==> src/rtl/avl_st_video_packer_if.sv <==
// Stream bundle for the video packer: 24-bit pixel input and packed byte output.
interface avl_st_video_packer_if #(
    parameter int unsigned OUT_BYTES = 4
);
    localparam int unsigned EMPTY_W = $clog2(OUT_BYTES);
    localparam int unsigned OUT_W   = 8 * OUT_BYTES;

    logic [23:0]        in_avl_st_data;
    logic               in_avl_st_valid;
    logic               in_avl_st_startofpacket;
    logic               in_avl_st_endofpacket;
    logic               in_avl_st_ready;

    logic [OUT_W-1:0]   out_avl_st_data;
    logic               out_avl_st_valid;
    logic               out_avl_st_startofpacket;
    logic               out_avl_st_endofpacket;
    logic [EMPTY_W-1:0] out_avl_st_empty;
    logic               out_avl_st_ready;

    // Packer view: consumes the pixel stream, produces the byte stream.
    modport slave (
        input  in_avl_st_data, in_avl_st_valid, in_avl_st_startofpacket, in_avl_st_endofpacket,
        output in_avl_st_ready,
        output out_avl_st_data, out_avl_st_valid, out_avl_st_startofpacket,
        output out_avl_st_endofpacket, out_avl_st_empty,
        input  out_avl_st_ready
    );

    // Environment view: drives pixels, sinks packed words.
    modport master (
        output in_avl_st_data, in_avl_st_valid, in_avl_st_startofpacket, in_avl_st_endofpacket,
        input  in_avl_st_ready,
        input  out_avl_st_data, out_avl_st_valid, out_avl_st_startofpacket,
        input  out_avl_st_endofpacket, out_avl_st_empty,
        output out_avl_st_ready
    );
endinterface

==> src/rtl/avl_st_video_packer.sv <==
// Avalon-ST video to little-endian byte-stream packer with show-ahead output FIFO.
module avl_st_video_packer #(
    parameter int unsigned OUT_BYTES  = 4,
    parameter int unsigned FIFO_DEPTH = 8
) (
    input  logic                        clk,
    input  logic                        rst_n,
    input  logic [1:0]                  pix_fmt,
    avl_st_video_packer_if.slave        avl,
    output logic [7:0]                  ctrl_pkt_cnt,
    output logic                        err_pulse
);
    localparam int unsigned EMPTY_W = $clog2(OUT_BYTES);
    localparam int unsigned DW      = 8 * OUT_BYTES;
    localparam int unsigned ACC_W   = 8 * (OUT_BYTES + 3);
    localparam int unsigned CNT_W   = $clog2(OUT_BYTES + 3) + 1;
    localparam int unsigned AW      = $clog2(FIFO_DEPTH);
    localparam int unsigned FC_W    = AW + 1;
    localparam int unsigned WORD_W  = DW + 2 + EMPTY_W;

    typedef enum logic [1:0] {S_IDLE, S_VIDEO, S_SKIP, S_FLUSH} state_e;

    state_e             state_q, state_d;
    logic [ACC_W-1:0]   acc_q, acc_d;
    logic [CNT_W-1:0]   cnt_q, cnt_d;
    logic               first_q, first_d;
    logic               fmt565_q, fmt565_d;
    logic [7:0]         ctrl_q, ctrl_d;
    logic               err_q, err_d;

    logic [WORD_W-1:0]  mem_q [FIFO_DEPTH];
    logic [AW-1:0]      wr_ptr_q, rd_ptr_q;
    logic [FC_W-1:0]    fcnt_q;

    logic               fifo_full_c, out_valid_c, rd_en_c, wr_en_c;
    logic               in_ready_c, accept_c, decode_hdr_c;
    logic [WORD_W-1:0]  wr_word_c, head_c;
    logic [15:0]        p565_c;
    logic [23:0]        pix_bytes_c;
    logic [CNT_W-1:0]   pix_n_c, sum_cnt_c;
    logic [ACC_W-1:0]   acc_sum_c;

    assign fifo_full_c = (fcnt_q == FC_W'(FIFO_DEPTH));
    assign out_valid_c = (fcnt_q != '0);
    assign rd_en_c     = out_valid_c && avl.out_avl_st_ready;
    assign in_ready_c  = !fifo_full_c && (state_q != S_FLUSH);
    assign accept_c    = avl.in_avl_st_valid && in_ready_c;

    // Pixel to byte lanes (lane 0 first) and accumulator append.
    always_comb begin
        p565_c = {avl.in_avl_st_data[23:19], avl.in_avl_st_data[15:10], avl.in_avl_st_data[7:3]};
        if (fmt565_q) begin
            pix_bytes_c = {8'h00, p565_c[15:8], p565_c[7:0]};
            pix_n_c     = CNT_W'(2);
        end else begin
            pix_bytes_c = {avl.in_avl_st_data[7:0], avl.in_avl_st_data[15:8], avl.in_avl_st_data[23:16]};
            pix_n_c     = CNT_W'(3);
        end
        sum_cnt_c = cnt_q + pix_n_c;
        acc_sum_c = acc_q | (ACC_W'(pix_bytes_c) << {cnt_q, 3'b000});
    end

    // Frame FSM: header decode, packing, flush of the partial last word.
    always_comb begin
        state_d      = state_q;
        acc_d        = acc_q;
        cnt_d        = cnt_q;
        first_d      = first_q;
        fmt565_d     = fmt565_q;
        ctrl_d       = ctrl_q;
        err_d        = 1'b0;
        wr_en_c      = 1'b0;
        wr_word_c    = '0;
        decode_hdr_c = 1'b0;
        case (state_q)
            S_IDLE: begin
                if (accept_c) begin
                    if (avl.in_avl_st_startofpacket) decode_hdr_c = 1'b1;
                    else                             err_d        = 1'b1;
                end
            end
            S_VIDEO: begin
                if (accept_c) begin
                    if (avl.in_avl_st_startofpacket) begin
                        err_d        = 1'b1;
                        decode_hdr_c = 1'b1;
                    end else begin
                        if (sum_cnt_c >= CNT_W'(OUT_BYTES)) begin
                            wr_en_c   = 1'b1;
                            first_d   = 1'b0;
                            acc_d     = acc_sum_c >> DW;
                            cnt_d     = sum_cnt_c - CNT_W'(OUT_BYTES);
                            wr_word_c = {first_q, avl.in_avl_st_endofpacket && (cnt_d == '0),
                                         {EMPTY_W{1'b0}}, acc_sum_c[DW-1:0]};
                        end else begin
                            acc_d = acc_sum_c;
                            cnt_d = sum_cnt_c;
                        end
                        if (avl.in_avl_st_endofpacket) state_d = (cnt_d == '0) ? S_IDLE : S_FLUSH;
                    end
                end
            end
            S_SKIP: begin
                if (accept_c) begin
                    if (avl.in_avl_st_startofpacket) begin
                        err_d        = 1'b1;
                        decode_hdr_c = 1'b1;
                    end else if (avl.in_avl_st_endofpacket) begin
                        state_d = S_IDLE;
                    end
                end
            end
            S_FLUSH: begin
                if (!fifo_full_c) begin
                    wr_en_c   = 1'b1;
                    wr_word_c = {first_q, 1'b1, EMPTY_W'(OUT_BYTES - 32'(cnt_q)), acc_q[DW-1:0]};
                    acc_d     = '0;
                    cnt_d     = '0;
                    first_d   = 1'b0;
                    state_d   = S_IDLE;
                end
            end
            default: state_d = S_IDLE;
        endcase
        // Header beat: any residue from an interrupted frame is discarded here.
        if (decode_hdr_c) begin
            acc_d   = '0;
            cnt_d   = '0;
            first_d = 1'b0;
            if (avl.in_avl_st_data[3:0] == 4'h0) begin
                fmt565_d = (pix_fmt == 2'd1);
                first_d  = 1'b1;
                state_d  = avl.in_avl_st_endofpacket ? S_IDLE : S_VIDEO;
            end else begin
                if (avl.in_avl_st_data[3:0] == 4'hF) ctrl_d = ctrl_q + 8'd1;
                state_d = avl.in_avl_st_endofpacket ? S_IDLE : S_SKIP;
            end
        end
    end

    // FSM and accumulator state.
    always_ff @(posedge clk or negedge rst_n) begin
        if (!rst_n) begin
            state_q  <= S_IDLE;
            acc_q    <= '0;
            cnt_q    <= '0;
            first_q  <= 1'b0;
            fmt565_q <= 1'b0;
            ctrl_q   <= '0;
            err_q    <= 1'b0;
        end else begin
            state_q  <= state_d;
            acc_q    <= acc_d;
            cnt_q    <= cnt_d;
            first_q  <= first_d;
            fmt565_q <= fmt565_d;
            ctrl_q   <= ctrl_d;
            err_q    <= err_d;
        end
    end

    // FIFO pointers and occupancy.
    always_ff @(posedge clk or negedge rst_n) begin
        if (!rst_n) begin
            wr_ptr_q <= '0;
            rd_ptr_q <= '0;
            fcnt_q   <= '0;
        end else begin
            if (wr_en_c) wr_ptr_q <= wr_ptr_q + AW'(1);
            if (rd_en_c) rd_ptr_q <= rd_ptr_q + AW'(1);
            case ({wr_en_c, rd_en_c})
                2'b10:   fcnt_q <= fcnt_q + FC_W'(1);
                2'b01:   fcnt_q <= fcnt_q - FC_W'(1);
                default: fcnt_q <= fcnt_q;
            endcase
        end
    end

    // FIFO storage; contents are don't-care while unoccupied.
    always_ff @(posedge clk) begin
        if (wr_en_c) mem_q[wr_ptr_q] <= wr_word_c;
    end

    assign head_c                       = mem_q[rd_ptr_q];
    assign avl.in_avl_st_ready          = in_ready_c;
    assign avl.out_avl_st_valid         = out_valid_c;
    assign avl.out_avl_st_data          = out_valid_c ? head_c[DW-1:0] : '0;
    assign avl.out_avl_st_empty         = out_valid_c ? head_c[DW +: EMPTY_W] : '0;
    assign avl.out_avl_st_endofpacket   = out_valid_c && head_c[DW + EMPTY_W];
    assign avl.out_avl_st_startofpacket = out_valid_c && head_c[DW + EMPTY_W + 1];
    assign ctrl_pkt_cnt                 = ctrl_q;
    assign err_pulse                    = err_q;
endmodule

==> src/flat_wrapper.sv <==
// flat-port wrapper written by rule: the top's interface ports become plain ports
module avl_st_video_packer_flat 
#(
    parameter int unsigned OUT_BYTES  = 4,
    parameter int unsigned FIFO_DEPTH = 8
)
  (clk, rst_n, pix_fmt, ctrl_pkt_cnt, err_pulse, avl_in_avl_st_data, avl_in_avl_st_valid, avl_in_avl_st_startofpacket, avl_in_avl_st_endofpacket, avl_in_avl_st_ready, avl_out_avl_st_data, avl_out_avl_st_valid, avl_out_avl_st_startofpacket, avl_out_avl_st_endofpacket, avl_out_avl_st_empty, avl_out_avl_st_ready);
  avl_st_video_packer_if #(.OUT_BYTES(OUT_BYTES)) avl_i ();
  input  logic clk;
  input  logic rst_n;
  input  logic [1:0] pix_fmt;
  output logic [7:0] ctrl_pkt_cnt;
  output logic err_pulse;
  input wire logic [$bits(avl_i.in_avl_st_data)-1:0] avl_in_avl_st_data;
  input wire logic [$bits(avl_i.in_avl_st_valid)-1:0] avl_in_avl_st_valid;
  input wire logic [$bits(avl_i.in_avl_st_startofpacket)-1:0] avl_in_avl_st_startofpacket;
  input wire logic [$bits(avl_i.in_avl_st_endofpacket)-1:0] avl_in_avl_st_endofpacket;
  output wire logic [$bits(avl_i.in_avl_st_ready)-1:0] avl_in_avl_st_ready;
  output wire logic [$bits(avl_i.out_avl_st_data)-1:0] avl_out_avl_st_data;
  output wire logic [$bits(avl_i.out_avl_st_valid)-1:0] avl_out_avl_st_valid;
  output wire logic [$bits(avl_i.out_avl_st_startofpacket)-1:0] avl_out_avl_st_startofpacket;
  output wire logic [$bits(avl_i.out_avl_st_endofpacket)-1:0] avl_out_avl_st_endofpacket;
  output wire logic [$bits(avl_i.out_avl_st_empty)-1:0] avl_out_avl_st_empty;
  input wire logic [$bits(avl_i.out_avl_st_ready)-1:0] avl_out_avl_st_ready;
  assign avl_i.in_avl_st_data = avl_in_avl_st_data;
  assign avl_i.in_avl_st_valid = avl_in_avl_st_valid;
  assign avl_i.in_avl_st_startofpacket = avl_in_avl_st_startofpacket;
  assign avl_i.in_avl_st_endofpacket = avl_in_avl_st_endofpacket;
  assign avl_in_avl_st_ready = avl_i.in_avl_st_ready;
  assign avl_out_avl_st_data = avl_i.out_avl_st_data;
  assign avl_out_avl_st_valid = avl_i.out_avl_st_valid;
  assign avl_out_avl_st_startofpacket = avl_i.out_avl_st_startofpacket;
  assign avl_out_avl_st_endofpacket = avl_i.out_avl_st_endofpacket;
  assign avl_out_avl_st_empty = avl_i.out_avl_st_empty;
  assign avl_i.out_avl_st_ready = avl_out_avl_st_ready;
  avl_st_video_packer #(.OUT_BYTES(OUT_BYTES), .FIFO_DEPTH(FIFO_DEPTH)) u_core (.clk(clk), .rst_n(rst_n), .pix_fmt(pix_fmt), .avl(avl_i), .ctrl_pkt_cnt(ctrl_pkt_cnt), .err_pulse(err_pulse));
endmodule
==> config.mk <==
export PLATFORM = sky130hd
export DESIGN_NAME = avl_st_video_packer_flat
export DESIGN_NICKNAME = d
export VERILOG_FILES = /design/src/rtl/avl_st_video_packer_if.sv /design/src/rtl/avl_st_video_packer.sv /design/src/flat_wrapper.sv
export SDC_FILE = /design/constraint.sdc
export NUM_CORES = 1
export LEC_CHECK = 0
export CORE_UTILIZATION = 35
export CTS_CLUSTER_DIAMETER = 80
export DETAILED_ROUTE_END_ITERATION = 16
export GPL_ROUTABILITY_DRIVEN = 0
export REMOVE_ABC_BUFFERS = 1
export SKIP_LAST_GASP = 1
export SYNTH_ARGS = -nofsm -noshare
export SYNTH_HDL_FRONTEND = slang
export SYNTH_SLANG_ARGS = --single-unit
==> constraint.sdc <==
create_clock -name clk -period 17.4 [get_ports clk]
set_input_delay 4.35 -clock clk [delete_from_list [all_inputs] [get_ports clk]]
set_output_delay 4.35 -clock clk [all_outputs]
set_load 0.005 [all_outputs]
-- Word-level counts from Yosys, hierarchy flattened
Memories as Yosys holds them, arrays and structs flattened.
Cells that the tools add are included.
W data, S select, Z words.
- bits in registers: 83
- logic and storage cells: 120
- output and inout bits: 47
- input bits: 32
- memory bits (writable): 288
- bits in latches: 0
- ROM bits: 0
- memories kept: 1
- order comparisons: 1
- bitwise logic cells: 2
- reductions and logical operators: 22
- multiplexer cells: 58
- equal/unequal tests: 17
- multipliers: 0
- shift operators: 1
- add/subtract/negate cells: 8
- divide/modulo/power cells: 0
- memories (name ; words ; width ; read ports ; clocked after memory_dff ; write ports ; RTL line ; RTL):
    u_core.mem_q ; 8 ; 36 ; 1 ; 0 ; 1 ; avl_st_video_packer.sv:31 ; logic [WORD_W-1:0] mem_q [FIFO_DEPTH];
- operator list (operator ; count):
    $mux W56 ; 5
    $mux W36 ; 4
    $pmux W56 S2 ; 1
    $pmux W36 S2 ; 1
    $or A56 B56 Y56 ; 1
    $shl A24 B7 Y56 ; 1
    $mux W32 ; 1
    $mux W4 ; 8
    $mux W2 ; 12
    $mux W24 ; 1
    $mux W1 ; 19
    $pmux W4 S2 ; 2
    $logic_not A4 Y1 ; 3
    $ne A3 B2 Y1 const B ; 4
    $ne A3 B1 Y1 const B ; 3
    $add A8 B1 Y8 const B ; 1
    $eq A4 B4 Y1 const B ; 2
    $reduce_and A8 Y1 ; 1
    $reduce_bool A4 Y1 ; 2
    $add A3 B1 Y3 const B ; 2
    $eq A2 B1 Y1 const B ; 3
    $eq A2 B2 Y1 const B ; 3
    $logic_and A1 B1 Y1 ; 6
    $pmux W1 S2 ; 3
    other kinds (20) ; 20

-- Logic depth before layout (Yosys ltp)
- word-level depth: 14
- mapped depth: 20
- mapped depth without buffers: 18

-- Least setup slack after synthesis
OpenSTA, ideal clock, no wires.
- kind: input to register
- from: input port avl_in_avl_st_startofpacket
- to: memory u_core.mem_q[0][0] (netlist bit) (enable)
- path buffers: 2
- stages on the path: 7
- data arrival time: 8847 ps
- slack: 8034 ps
- setup time: 519 ps
- path through: buf_2 > and4bb_2 > o211ai_4 > nand2_2 > buf_6 > inv_1 > nor4_1
- longest elaborated chain between the ends: 5
- RTL lines (item ; RTL line ; RTL):
    start, declared ; flat_wrapper.sv:16 ; input wire logic [$bits(avl_i.in_avl_st_startofpacket)-1:0] avl_in_avl_st_startofpacket;
    $mux W1 ; avl_st_video_packer.sv:84 ; if (avl.in_avl_st_startofpacket) begin
    $mux W1 ; avl_st_video_packer.sv:83 ; if (accept_c) begin
    $pmux W1 S2 ; avl_st_video_packer.sv:75 ; case (state_q)
    $mux W1 ; avl_st_video_packer.sv:181 ; if (wr_en_c) mem_q[wr_ptr_q] <= wr_word_c;
    $mux W1 (not written as such) ; avl_st_video_packer.sv:181 ;
    end, declared ; avl_st_video_packer.sv:31 ;
Every way passes these cells.

-- Final worst setup path
- from: register u_core.rd_ptr_q[0]
- to: output port avl_out_avl_st_data[16]
- longest elaborated chain between the ends: 2
- RTL lines (item ; RTL line ; RTL):
    start, declared ; avl_st_video_packer.sv:32 ; logic [AW-1:0] wr_ptr_q, rd_ptr_q;
    start signal, assigned ; avl_st_video_packer.sv:170 ; if (rd_en_c) rd_ptr_q <= rd_ptr_q + AW'(1);
    $mem_v2 Z8 W36 ; n/a ;
    $mux W32 ; avl_st_video_packer.sv:187 ; assign avl.out_avl_st_data = out_valid_c ? head_c[DW-1:0] : '0;
    end, declared ; flat_wrapper.sv:19 ; output wire logic [$bits(avl_i.out_avl_st_data)-1:0] avl_out_avl_st_data;
Every way passes these cells.

==> impl_metrics.json <==
{
  "dp_cells": 1689,
  "synth_cell_types": 64,
  "avgSynthCellArea_um2": 15.56,
  "yosys_warnings": 0,
  "ys_async_sr_fraction_pct": 22.37,
  "required_ns": 13.05,
  "grt_remaining_overflow": 0,
  "hold_buffers": 0,
  "ys.flop_type": "edfxtp_1",
  "cts_buffer_depth": 3,
  "max-vdd-ir-drop_v": 0.00008973,
  "routed_via_density": 5.433,
  "wl_per_cell_um": 22.51,
  "final_util_pct": 41.73,
  "path_clk_slew_ns": 0.06,
  "setup_tns_ns": 0,
  "multi_input_area_um2": 5301,
  "top_layer_used": "met4",
  "critical_path_class": "register to output pin",
  "drc_errors": 0,
  "ant_nets": 0,
  "core_area_um2": 45770,
  "grt_usage_pct": 16.91,
  "cp-start-kind": "register",
  "drt_iter0_markers": 887,
  "seq_area_frac_synth_pct": 65.59,
  "regArea_um2": 10730,
  "cts_setup_buffers": 0,
  "finalCriticalPeriod_ns": 8.058,
  "cts-resized-gates": 0,
  "worst_slew_pin_slew_ns": 1.186,
  "hold_class": "register to register",
  "setup_viol": 0,
  "wirelength_um": 39680,
  "ys_ff_latch": 371,
  "grt_pass1_wl_um": 60180,
  "drive_above_1_share_pct": 17.88,
  "start_util_pct": 35.73,
  "die_w_um": 218.1,
  "grt_max_degree": 63,
  "cp.arrival_ns": 3.71,
  "area_delta_synth_final_pct": 16.80,
  "status": "completed",
  "numCtsBuffers": 40,
  "rsz0062_at_grt": "false",
  "die_area_um2": 47590,
  "portBuffers": 78,
  "finalPower_uw": 3287,
  "clock_latency_ns": 0.54,
  "synth_edf_count": 288,
  "layout.nets": 1178,
  "path_max_fanout": 46,
  "synthCells": 1051,
  "vias": 9578,
  "rows": 78,
  "crit_start": "u_core.rd_ptr_q[0]",
  "final_cells": 1763,
  "hpwl_um": 25150,
  "dr_wl_met2_um": 17890,
  "die_y_um": 218.1,
  "p_per_area_nw_per_um2": 172.1,
  "whs_ns": 0.4771,
  "r2r-start": "u_core.cnt_q[1]",
  "slew_headroom_pct": 20.10,
  "grt_pass1_vias": 9559,
  "antenna_found_initial": 0,
  "root_buffer": "clkbuf_16",
  "finalCritPeriodShare_pct": 46.31,
  "wl_met3_um": 2503,
  "power_leakage_uw": 0.006799,
  "cap_violations": 0,
  "firstDrtPassIters": 5,
  "fmax_mhz": 124.1,
  "worstHoldStart": "u_core.ctrl_pkt_cnt[7]",
  "cts_num_sinks": 371,
  "syn_area_um2": 16350,
  "hold_viol": 0,
  "fill_cells": 4037,
  "num_io_pins": 79,
  "drv_slew": 0,
  "wl_met1_um": 18410,
  "cts_tree": "yes",
  "h-tree-depth": 2,
  "diodes": 0,
  "fin_worst_skew_ns": 0.01352,
  "end_kind": "output pin"
}
==> through the flow <==
step | area, um^2 | setup WS [ns]
floorplan | 16050 | 7.887
global placement | 17770 | 9.254
detailed placement | 17770 | 9.128
CTS | 19100 | 9.176
global route | 19100 | 9.028
finish | 19100 | 9.342
==> where the power goes <==
group	leakage (uW)	switching, uW	internal [uW]
registers	0.00387	111	1100
logic	0.00229	677	552
clock network	0.000643	343	506
total	0.00680	1130	2160
==> worst max-delay path, cell delays in order (launching register included) <==
cell and delay [ns]:
dfrtp_4 0.83, buf_4 0.81, mux4_2 0.60, mux2i_1 0.28, nor2_1 0.07, clkdlybuf4s50_1 0.50
==> Yosys cell counts, types with 2 or more instances <==
master	n	area, um^2
buf_4	2	15.01
mux4_2	72	1622
a221o_1	16	160.2
nor4_4	2	42.54
nand4_1	4	25.02
xnor2_1	9	78.83
edfxtp_1	288	8648
clkbuf_1	24	90.09
nor2_2	2	12.51
nor2b_1	11	68.82
and2_1	4	25.02
mux2_2	24	270.3
o2bb2ai_1	6	52.55
ha_1	15	187.7
o31ai_1	9	67.56
o22ai_1	10	62.56
a21oi_1	68	340.3
nor3_1	7	35.03
nand2b_1	9	56.30
o21ai_0	38	190.2
inv_1	20	75.07
xor2_1	10	87.58
nor3b_1	2	15.01
o21a_1	8	60.06
nor4b_4	2	47.55
buf_1	8	30.03
a221oi_1	8	70.07
dfrtp_1	83	2077
nor4_1	10	62.56
nand3_1	13	65.06
buf_2	17	85.08
and3_1	3	18.77
a22o_1	26	227.7
nor2_1	90	337.8
nand2_1	48	180.2
buf_6	7	78.83
nand2_2	3	18.77
a211oi_1	2	15.01
mux2i_1	45	450.4
a2bb2oi_1	2	17.52
==> registers in the layout (all words and copies together), names as in the netlist <==
signal / flops
u_core.mem_q: 288
u_core.acc_q: 56
u_core.ctrl_pkt_cnt: 8
u_core.cnt_q: 4
u_core.fcnt_q: 4
u_core.rd_ptr_q: 3
u_core.wr_ptr_q: 3
u_core.state_q: 2
u_core.err_pulse: 1
u_core.first_q: 1
u_core.fmt565_q: 1
==> layer usage <==
| metal | GRT usage, % | vias to the layer above |
|---|---|---|
| met2 | 25.27 | 329 |
| li1 | - | 4292 |
| met1 | 25.10 | 4901 |
| met5 | 0 | - |
| met3 | 3.104 | 56 |
| met4 | 4.732 | 0 |
==> kinds of logic after synthesis <==
group                      share of synthesized area (%)
xor gates and xnor gates                           1.018
DFF                                                65.59
AOI/OAI and AO/OA                                  8.310
muxes                                              14.42
and+or+nand+nor                                    7.231
buffers and inverters                              2.288
adders and majority gates                          1.148
==> layout make-up <==
| class | count | area share (%) |
|---|---|---|
| sequential | 371 | 56.19 |
| multi-input combinational | 602 | 27.76 |
| clock buffer | 57 | 6.008 |
| timing repair buffer | 96 | 4.782 |
| tap | 600 | 3.931 |
| clock inverter | 17 | 0.9368 |
| inverter | 20 | 0.3931 |
==> final timing paths <==
path                                      endpoint  slack [ns]  cells after the start
setup reg to reg                  u_core.fcnt_q[2]       12.23                     15
hold / removal              u_core.ctrl_pkt_cnt[7]        0.48                      1
setup / recovery           avl_out_avl_st_data[16]        9.34                      5
min in group asynchronous         u_core.err_pulse        3.78                      1
max in group asynchronous       u_core.rd_ptr_q[0]       12.50                      2
hold reg to reg             u_core.ctrl_pkt_cnt[7]        0.48                      1
==> placed cells by master, fill, tap and decap left out, types with 11 or more instances in the layout <==
cell type,instances
a221o_1,16
clkbuf_1,11
mux2_2,24
nor2_1,87
dfrtp_1,80
a21oi_1,68
nand2_1,48
clkdlybuf4s50_1,77
o21ai_0,38
nand3_1,13
edfxtp_1,288
mux2i_1,45
inv_1,20
mux4_2,72
a22o_1,26
nor2b_1,11
buf_4,19
ha_1,15
clkbuf_16,42
Note: power is estimated with default switching activity, not from simulation.
